===== src/rtl/cdb_broadcaster.sv =====
// Common data bus broadcaster: arbitrates round-robin among per-FU holding registers, one result per cycle.
// Latency: a result accepted at edge k is broadcast (registered) at edge k+1 at the earliest.
// Backpressure: fu_ready[i] drops while port i holds an ungranted result, during squash, and during reset.
//
// Ports:
//   clock, reset (async active-low), squash (synchronous flush of held results)
//   fu_valid/fu_tag/fu_value/fu_ready : per-FU completion handshake (tag 0 is accepted but dropped)
//   cdb_valid/cdb_reg_tag/cdb_reg_value/cdb_fu_idx : registered broadcast; idle bus shows all zeros
module cdb_broadcaster #(
  parameter int NUM_FU = 4,
  parameter int TAG_W  = 5,
  parameter int XLEN   = 32
) (
  input  logic                              clock,
  input  logic                              reset,
  input  logic                              squash,
  input  logic [NUM_FU-1:0]                 fu_valid,
  input  logic [NUM_FU-1:0][TAG_W-1:0]      fu_tag,
  input  logic [NUM_FU-1:0][XLEN-1:0]       fu_value,
  output logic [NUM_FU-1:0]                 fu_ready,
  output logic                              cdb_valid,
  output logic [TAG_W-1:0]                  cdb_reg_tag,
  output logic [XLEN-1:0]                   cdb_reg_value,
  output logic [$clog2(NUM_FU)-1:0]         cdb_fu_idx
);

  localparam int IDX_W = $clog2(NUM_FU);

  // Holding registers, one entry per port.
  logic [NUM_FU-1:0]                held;
  logic [NUM_FU-1:0][TAG_W-1:0]     held_tag;
  logic [NUM_FU-1:0][XLEN-1:0]      held_value;
  logic [NUM_FU-1:0]                held_cnt;     // number of set bits in held
  logic [IDX_W-1:0]                 ptr;          // round-robin start position

  logic                             gnt_vld;
  logic [IDX_W-1:0]                 gnt_idx;
  logic [NUM_FU-1:0]                grant;
  logic [IDX_W-1:0]                 cand;
  logic [NUM_FU-1:0]                accept;
  logic [NUM_FU-1:0]                held_nxt;
  logic [NUM_FU-1:0]                held_cnt_nxt;

  // (base + off) mod NUM_FU, valid for any NUM_FU, not just powers of two.
  function automatic logic [IDX_W-1:0] wrap_idx(input logic [IDX_W-1:0] base, input int off);
    int s;
    s = int'(base) + off;
    return IDX_W'(s % NUM_FU);
  endfunction

  // Round-robin arbiter: first held port at or after ptr wins.
  always_comb begin
    gnt_vld = 1'b0;
    gnt_idx = '0;
    grant   = '0;
    cand    = '0;
    if (held_cnt != '0 && !squash) begin
      for (int j = 0; j < NUM_FU; j++) begin
        cand = wrap_idx(ptr, j);
        if (!gnt_vld && held[cand]) begin
          gnt_vld = 1'b1;
          gnt_idx = cand;
        end
      end
    end
    if (gnt_vld) begin
      grant[gnt_idx] = 1'b1;
    end
  end

  // A granted port frees its slot this cycle, so it can take a new result
  // in the same cycle without a bubble.
  assign fu_ready = {NUM_FU{reset & ~squash}} & (~held | grant);

  always_comb begin
    held_cnt_nxt = '0;
    for (int i = 0; i < NUM_FU; i++) begin
      // Tag 0 completes the handshake but never occupies the slot.
      accept[i] = fu_valid[i] & fu_ready[i] & (fu_tag[i] != '0);
    end
    held_nxt = (held & ~grant) | accept;
    for (int i = 0; i < NUM_FU; i++) begin
      held_cnt_nxt = held_cnt_nxt + NUM_FU'(held_nxt[i]);
    end
  end

  always_ff @(posedge clock or negedge reset) begin
    if (!reset) begin
      held          <= '0;
      held_tag      <= '0;
      held_value    <= '0;
      held_cnt      <= '0;
      ptr           <= '0;
      cdb_valid     <= 1'b0;
      cdb_reg_tag   <= '0;
      cdb_reg_value <= '0;
      cdb_fu_idx    <= '0;
    end else if (squash) begin
      // Flush everything held; the pointer keeps its position.
      held          <= '0;
      held_cnt      <= '0;
      cdb_valid     <= 1'b0;
      cdb_reg_tag   <= '0;
      cdb_reg_value <= '0;
      cdb_fu_idx    <= '0;
    end else begin
      held     <= held_nxt;
      held_cnt <= held_cnt_nxt;
      for (int i = 0; i < NUM_FU; i++) begin
        if (accept[i]) begin
          held_tag[i]   <= fu_tag[i];
          held_value[i] <= fu_value[i];
        end
      end
      if (gnt_vld) begin
        ptr           <= wrap_idx(gnt_idx, 1);
        cdb_valid     <= 1'b1;
        cdb_reg_tag   <= held_tag[gnt_idx];
        cdb_reg_value <= held_value[gnt_idx];
        cdb_fu_idx    <= gnt_idx;
      end else begin
        cdb_valid     <= 1'b0;
        cdb_reg_tag   <= '0;
        cdb_reg_value <= '0;
        cdb_fu_idx    <= '0;
      end
    end
  end

endmodule


===== config.mk =====
export PLATFORM = sky130hd
export DESIGN_NAME = cdb_broadcaster
export DESIGN_NICKNAME = d
export VERILOG_FILES = /design/src/rtl/cdb_broadcaster.sv
export SDC_FILE = /design/constraint.sdc
export NUM_CORES = 1
export LEC_CHECK = 0
export CORE_MARGIN = 1
export CORE_UTILIZATION = 51
export DETAILED_ROUTE_END_ITERATION = 12
export GPL_TIMING_DRIVEN = 0
export PLACE_DENSITY = 0.78
export SLEW_MARGIN = 25
export SYNTH_ARGS = -nofsm -noshare
export SYNTH_HDL_FRONTEND = slang
export SYNTH_SLANG_ARGS = --single-unit

===== constraint.sdc =====
create_clock -name clock -period 4.1 [get_ports clock]
set_input_delay 0.82 -clock clock [delete_from_list [all_inputs] [get_ports clock]]
set_output_delay 0.82 -clock clock [all_outputs]
set_load 0.02 [all_outputs]

==> results of run 1 <==
==> critical path: cells and delay by family <==
kind                     cells  cell delay, ns
AO/OA/AOI/OAI                1            0.23
adder cells (fa/ha/maj)      1            0.20
buffers and inverters        3            1.06
AND/OR/NAND/NOR              4            0.76
==> timing repair <==
item | 4_1_cts | 5_1_grt
setup buffers | 2 | 0
endpoints found under the setup margin | 21 | 2
endpoints found under the hold margin | 0 | 0
gates resized for setup | 10 | 4
==> area by class of cell <==
cell class	instances	area, µm²	share of cell area, %
clock inverters	12	155	1.33
flip-flops and latches	197	4930	42.2
plain buffers	28	231	1.98
repair buffers	202	2060	17.6
well taps	220	275	2.35
inverters	3	15.0	0.128
clock buffers	18	439	3.76
multi-input cells	324	3580	30.7
==> layer usage <==
metal	GRT usage (%)	up-vias
met3	5.71	37
met2	42.6	171
met4	10.7	0
li1	-	2461
met1	34.6	2826
met5	0	-
==> power by group <==
part	total, mW	leakage (nW)	switching (mW)	internal (mW)
Combinational	1.15	2.77	0.430	0.722
Sequential	2.52	2.43	0.214	2.30
Clock	1.69	0.288	0.721	0.972
==> path summary, 6_finish.rpt <==
| check | startpoint | to | slack, ns | depth (start not counted) |
|---|---|---|---|---|
| min in group clock | held_value[127] | held_value[127] | 0.51 | 1 |
| worst min register to register | held_value[127] | held_value[127] | 0.51 | 1 |
| worst max register to register | held[1] | held_cnt[1] | 0.52 | 14 |
| worst min-delay path | reset | held_cnt[2] | 0.27 | 1 |
| max in group asynchronous | reset | held_value[48] | 3.14 | 2 |
| worst max-delay path | squash | fu_ready[3] | 0.21 | 9 |
==> flip-flops by register name, indices dropped and copies added, names as in the netlist <==
register / count
held_tag: 20
ptr: 2
held_cnt: 3
cdb_reg_tag: 5
cdb_fu_idx: 2
cdb_valid: 1
held: 4
cdb_reg_value: 32
held_value: 128
==> cells by family (layout without fill, tap and decap cells) <==
| family | count (synthesis) | after routing | share of synthesized area, % |
|---|---|---|---|
| mux | 224 | 224 | 32.3 |
| fa+ha+maj | 7 | 7 | 1.09 |
| compound gates | 58 | 58 | 4.85 |
| simple gates | 35 | 35 | 2.51 |
| buf+inv | 33 | 263 | 2.86 |
| flops | 197 | 197 | 56.4 |
==> per-stage QoR <==
stage          total power [mW]  util, %  instances  instance area [µm²]  setup TNS [ns]
5_1_grt                    5.57     70.2       1004                11700               0
4_1_cts                    5.39     70.2       1004                11700               0
2_1_floorplan              3.23        -        554                 8740               0
3_3_place_gp               3.62     66.1        972                11000        -1863.07
6_report                   5.36     70.2       1004                11700               0
3_5_place_dp               3.69     66.4        974                11100          -32.57
==> cells in the final DEF, fill, tap and decap left out, types with 6 or more instances in the layout <==
cell type,synthesis,routed
sky130_fd_sc_hd__buf_2,11,11
sky130_fd_sc_hd__buf_6,13,13
sky130_fd_sc_hd__clkbuf_16,0,17
sky130_fd_sc_hd__clkdlybuf4s50_1,0,193
sky130_fd_sc_hd__dfrtp_1,197,197
sky130_fd_sc_hd__ha_1,6,6
sky130_fd_sc_hd__mux2_2,45,45
sky130_fd_sc_hd__mux2_4,104,104
sky130_fd_sc_hd__mux2i_1,75,75
sky130_fd_sc_hd__nor2b_1,6,6
sky130_fd_sc_hd__o22ai_1,37,37
==> results.txt, run 1 <==
Run status - completed
Clock tree from TritonCTS - built
Maximum operating frequency - 257 MHz
# hold bufs at CTS - 0
Number of max-cap violations - 0
DR WL met2 - 10600 µm
Total global-route track usage - 26.4%
Setup CP Type - input port to output port
Clock-pin slew of the registers on the worst-case setup and hold paths - 0.07 ns
Clock skew after layout - 0.00517 ns
DP HPWL - 15500 µm
Average wire per cell in the routed design - 22.0 µm
Number of rows created at floorplan - 47
Highest ir drop seen on vdd - 318 µV
Die area - 17700 µm²
Ranking of synthesized cells by area - sky130_fd_sc_hd__dfrtp_1 56%, sky130_fd_sc_hd__mux2_4 18%, sky130_fd_sc_hd__mux2i_1 8.6%
Sequential share of the synthesized area - 56.4%
Share of layout cells above drive strength 1 - 29.7%
Number of global-route vias before repair - 6220
Reported leakage power - 5.48 nW
Final wirelength - 22100 µm
DP Worst Slack - -0.999 ns
RSZ-0062 raised after global routing - false
Fin crit period - 3.89 ns
Slowest stage cell on the critical path - sky130_fd_sc_hd__clkdlybuf4s50_1
CTS buffer count - 17
Worst hold path class - input port to asynchronous set/reset pin
H-tree lvl count - 4
Die height - 133 µm
Cell area after synthesis - 8740 µm²
Share of the cycle needed by the critical path after routing - 94.9%
First-pass GRT wire length - 34600 µm
Critical path, cell by cell - clkdlybuf4s50_1 > clkbuf_4 > or2_2 > nor2_1 > ha_1 > nand2b_1 > o21ai_2 > and2_1 > dlygate4sd2_1
Power density normalized to cell area - 459 nW/µm²
Yosys warning count - 0
Die Width - 133 µm
Max layer used - met4
Synthesis-stage register bit count - 197
Critical Path RT - 3.28 ns
Port Buffers - 198
Synthesized net count - 716
Top fanout value on the critical path - 10
Final Hold Viols - 0
Count of pins on the block boundary - 199
Clock sink count - 197
Via count - 5495
Post-Syn Instances - 554
Layout fillers - 1107
Initial antenna violation count - 0
Number of library cell types mapped by synthesis - 33
Headroom to the max-slew limit - 56.2%
Area of the core region - 16600 µm²
Clock latency on the worst-skew pair - 0.43 ns
Vias/cell - 5.47
Top FF cell, synth - sky130_fd_sc_hd__dfrtp_1
Critical path startpoint category - input port
Routed length on met1 - 9670 µm
Pin count of the biggest net entering global routing - 82
Final routed DRC violation total - 0
Share of the synthesized area in the top cell type - 56.4%
Largest area contributor in the netlist - sky130_fd_sc_hd__dfrtp_1
Total global routing overflow - 0
Worst Setup Slack, final - 0.211 ns
Crit path DAT - 3.07 ns
Max-slew violation count - 0
Antenna diode instance count - 0
Critical Path End Type - output port
Clock root buffer - sky130_fd_sc_hd__clkbuf_16
Detailed-router iteration count before antenna repair - 4
Met3 Wirelength - 1200 µm
Count of antenna-violating nets left after detailed routing - 0
Post-synth EDFFs - 0
Worst slew pin tran - 0.653 ns
Number of nets in the final layout - 935
Tightest hold margin - 0.267 ns
Gpl congestion - 0.855
Initial core utilization - 52.5%
Mean cell area of the mapped netlist - 15.8 µm²
Post-synth ARST share - 100%
Peak per-stage delay on the critical path - 0.50 ns
Deepest clock path buffer count - 2
Most common cell in the netlist - sky130_fd_sc_hd__dfrtp_1
List of most frequent post-synthesis cells - 197 x sky130_fd_sc_hd__dfrtp_1, 104 x sky130_fd_sc_hd__mux2_4, 75 x sky130_fd_sc_hd__mux2i_1, 45 x sky130_fd_sc_hd__mux2_2, 37 x sky130_fd_sc_hd__o22ai_1
Final number of setup-violating endpoints - 0
Synth-to-layout area growth - 33.8%
Initial DRC Count - 261
Note: power is estimated with default switching activity, not from simulation.
==> run 2: changes to the inputs <==
Settings changed: CORE_ASPECT_RATIO from default to 0.9, SETUP_SLACK_MARGIN from default to 0.4.
==> run 2 against run 1 <==
Wire length up 1.6%; highest routed layer unchanged; sequential power about the same; critical path depth up 2; first-iteration DRC count up 3.1%; global-route usage about the same; sequential share of layout area down 0.47 points; hold slack worse by 0.045 ns; die area about the same; clock skew up 0.0072 ns.
==> results.txt, run 2 (synthesis gave the netlist of run 1 again) <==
Number of global-route vias before repair - 6179 (was 6220)
Most common library cell in the layout ignoring fill and taps - sky130_fd_sc_hd__dfrtp_1 (unchanged)
Largest register FFs - 128 (unchanged)
Final wirelength - 22400 µm (was 22100 µm)
Total global routing overflow - 0 (unchanged)
H-tree lvl count - 4 (unchanged)
Leading cell types in the layout, fill and taps excluded - 193 x sky130_fd_sc_hd__dfrtp_1, 192 x sky130_fd_sc_hd__clkdlybuf4s50_1, 104 x sky130_fd_sc_hd__mux2_4 (was 197 x sky130_fd_sc_hd__dfrtp_1, 193 x sky130_fd_sc_hd__clkdlybuf4s50_1, 104 x sky130_fd_sc_hd__mux2_4)
Worst reg2reg path startpoint - held[2] (was held[1])
Deepest clock path buffer count - 2 (unchanged)
Clock tree from TritonCTS - built (unchanged)
Peak per-stage delay on the critical path - 0.45 ns (was 0.50 ns)
Top fanout value on the critical path - 10 (unchanged)
Clock latency on the worst-skew pair - 0.43 ns (about the same)
Reported leakage power - 5.52 nW (was 5.48 nW)
Initial DRC Count - 269 (was 261)
Fin crit period - 3.56 ns (was 3.89 ns)
Power density normalized to cell area - 458 nW/µm² (was 459 nW/µm²)
Die height - 126 µm (was 133 µm)
Die Width - 140 µm (was 133 µm)
Number of nets in the final layout - 947 (was 935)
Part of the total power dissipated in sequential elements - 46.4% (was 47.0%)
Highest ir drop seen on vdd - 306 µV (was 318 µV)
Worst slew pin tran - 0.486 ns (was 0.653 ns)
Setup CP Type - flop to output port (was input port to output port)
Cell family contributing the most delay on the critical path - simple AND/OR/NAND/NOR gates (was buffers and inverters)
Initial antenna violation count - 0 (unchanged)
RSZ-0062 raised after global routing - false (unchanged)
Crit path DAT - 2.74 ns (was 3.07 ns)
Routed length on met1 - 9770 µm (was 9670 µm)
CTS buffer count - 17 (unchanged)
Footprint of the multi-input gates - 3620 µm² (was 3580 µm²)
Destination of the worst register-to-register timing path - held_cnt[1] (unchanged)
Slowest stage cell on the critical path - sky130_fd_sc_hd__dfrtp_2 (was sky130_fd_sc_hd__clkdlybuf4s50_1)
Critical Path RT - 3.28 ns (about the same)
# hold bufs at CTS - 0 (unchanged)
Met3 Wirelength - 1520 µm (was 1200 µm)
Sequential cell area - 4930 µm² (about the same)
Area of the core region - 16800 µm² (was 16600 µm²)
Max-slew violation count - 0 (unchanged)
First-pass GRT wire length - 34500 µm (was 34600 µm)
Max layer used - met4 (unchanged)
Utilization after layout - 70.3% (was 70.2%)
Headroom to the max-slew limit - 67.6% (was 56.2%)
Run status - completed (unchanged)
Average wire per cell in the routed design - 22.2 µm (was 22.0 µm)
Internal Dissipation - 3.98 mW (was 4.00 mW)
Die area - 17700 µm² (about the same)
Gpl congestion - 0.872 (was 0.855)
Reg with most FFs - held_value (unchanged)
Maximum operating frequency - 281 MHz (was 257 MHz)
Buffer and inverter count on the worst path - 4 (was 3)
Clock sink count - 197 (unchanged)
Initial core utilization - 51.9% (was 52.5%)
Count of antenna-violating nets left after detailed routing - 0 (unchanged)
Layout fillers - 1107 (unchanged)
Critical path startpoint category - flop (was input port)
Synth-to-layout area growth - 35.4% (was 33.8%)
Registers with the most flip-flops - held_value (128), cdb_reg_value (32), held_tag (20) (unchanged)
Clock skew after layout - 0.0124 ns (was 0.00517 ns)
Placed Area - 11000 µm² (was 11100 µm²)
Final design area excluding fillers - 11800 µm² (was 11700 µm²)
Share of total power in the clock network - 31.6% (about the same)
R2R setup slack - 0.62 ns (was 0.52 ns)
Antenna diode instance count - 0 (unchanged)
Combinational fraction of design power - 21.9% (was 21.5%)
Clock-pin slew of the registers on the worst-case setup and hold paths - 0.07 ns (about the same)
Detailed-router iteration count before antenna repair - 4 (unchanged)
Worst reg-to-reg path cell count - 14 (unchanged)
Net Sw Frac - 26.5% (was 25.5%)
Vias/cell - 5.52 (was 5.47)
Pin count of the biggest net entering global routing - 93 (was 82)
Critical Path End Type - output port (unchanged)
Total chip power - 5.42 mW (was 5.36 mW)
Number of max-cap violations - 0 (unchanged)
Count of pins on the block boundary - 199 (unchanged)
Total global-route track usage - 26.4% (about the same)
Final Hold Viols - 0 (unchanged)
Switching power - 1.44 mW (was 1.37 mW)
Worst hold path class - input port to asynchronous set/reset pin (unchanged)
Share of the cycle needed by the critical path after routing - 86.9% (was 94.9%)
Number of rows created at floorplan - 45 (was 47)
Final routed DRC violation total - 0 (unchanged)
Clock root buffer - sky130_fd_sc_hd__clkbuf_16 (unchanged)
Via count - 5570 (was 5495)
DR WL met2 - 10700 µm (was 10600 µm)
Port Buffers - 198 (unchanged)
Final number of setup-violating endpoints - 0 (unchanged)
Critical path, cell by cell - or3b_1 > o221ai_2 > buf_6 > buf_12 > nor2_1 > inv_1 > ha_1 > nand2b_1 > o21ai_4 > and2_1 > clkdlybuf4s15_2 (was clkdlybuf4s50_1 > clkbuf_4 > or2_2 > nor2_1 > ha_1 > nand2b_1 > o21ai_2 > and2_1 > dlygate4sd2_1)
DP HPWL - 15000 µm (was 15500 µm)
Share of layout cells above drive strength 1 - 31.7% (was 29.7%)
[run 2: cell count changes in the layout (fill, tap and decap cells not counted), moves of 2 or more]
cell	delta
sky130_fd_sc_hd__buf_4	+10
sky130_fd_sc_hd__clkdlybuf4s15_2	+2
sky130_fd_sc_hd__clkinv_2	-2
sky130_fd_sc_hd__dfrtp_1	-4
sky130_fd_sc_hd__dfrtp_2	+4
sky130_fd_sc_hd__dlymetal6s2s_1	-2
sky130_fd_sc_hd__inv_8	+3
sky130_fd_sc_hd__o21ai_2	-2
sky130_fd_sc_hd__o21ai_4	+2
[run 2: layout make-up]
class,instances,share of cell area [%]
flip-flops and latches,197,41.7
multi-input cells,324,30.6
repair buffers,212,18.0
clock buffers,18,3.71
plain buffers,30,2.30
well taps,211,2.23
clock inverters,14,1.39
inverters,3,0.0952
[run 2: repair_timing]
action | CTS | global route
pin swaps | 0 | 3
setup buffers | 1 | 11
setup endpoints to repair | 82 | 6
resized for setup | 23 | 14
[run 2: worst max path at each step]
stage / startpoint / to / slack [ns] / depth (start not counted)
global route: ptr[1] / fu_ready[0] / 0.39 / 11
finish: ptr[1] / fu_ready[0] / 0.54 / 11
CTS: held[1] / fu_ready[2] / 0.41 / 11
floorplan: squash / held_cnt[1] / 0.44 / 14
global placement: reset / held_cnt[1] / -5.87 / 9
detailed placement: squash / held_cnt[1] / -1.07 / 15
[run 2: layer usage]
metal	global-route usage (%)	vias up
li1	-	2485
met1	35.0	2844
met2	42.3	213
met3	7.22	28
met4	8.14	0
met5	0	-
[run 2: through the flow]
| step | setup TNS [ns] | hold WS [ns] | std cells | worst slack, ns |
|---|---|---|---|---|
| finish | 0 | 0.222 | 1009 | 0.536 |
| global route | 0 | 0.211 | 1009 | 0.388 |
| CTS | 0 | 0.212 | 998 | 0.407 |
| detailed placement | -35.77 | 0.491 | 965 | -1.07 |
| floorplan | 0 | 0.479 | 554 | 0.437 |
| global placement | -1899.04 | 0.486 | 963 | -5.87 |
[run 2: power groups by stage]
| stage | clock, mW | sequential (mW) | combinational (mW) |
|---|---|---|---|
| finish | 1.71 | 2.52 | 1.19 |
| global placement | 0 | 2.52 | 1.11 |
| CTS | 1.75 | 2.51 | 1.17 |
| global route | 1.83 | 2.55 | 1.27 |
| floorplan | 0 | 2.51 | 0.723 |
| detailed placement | 0 | 2.54 | 1.14 |
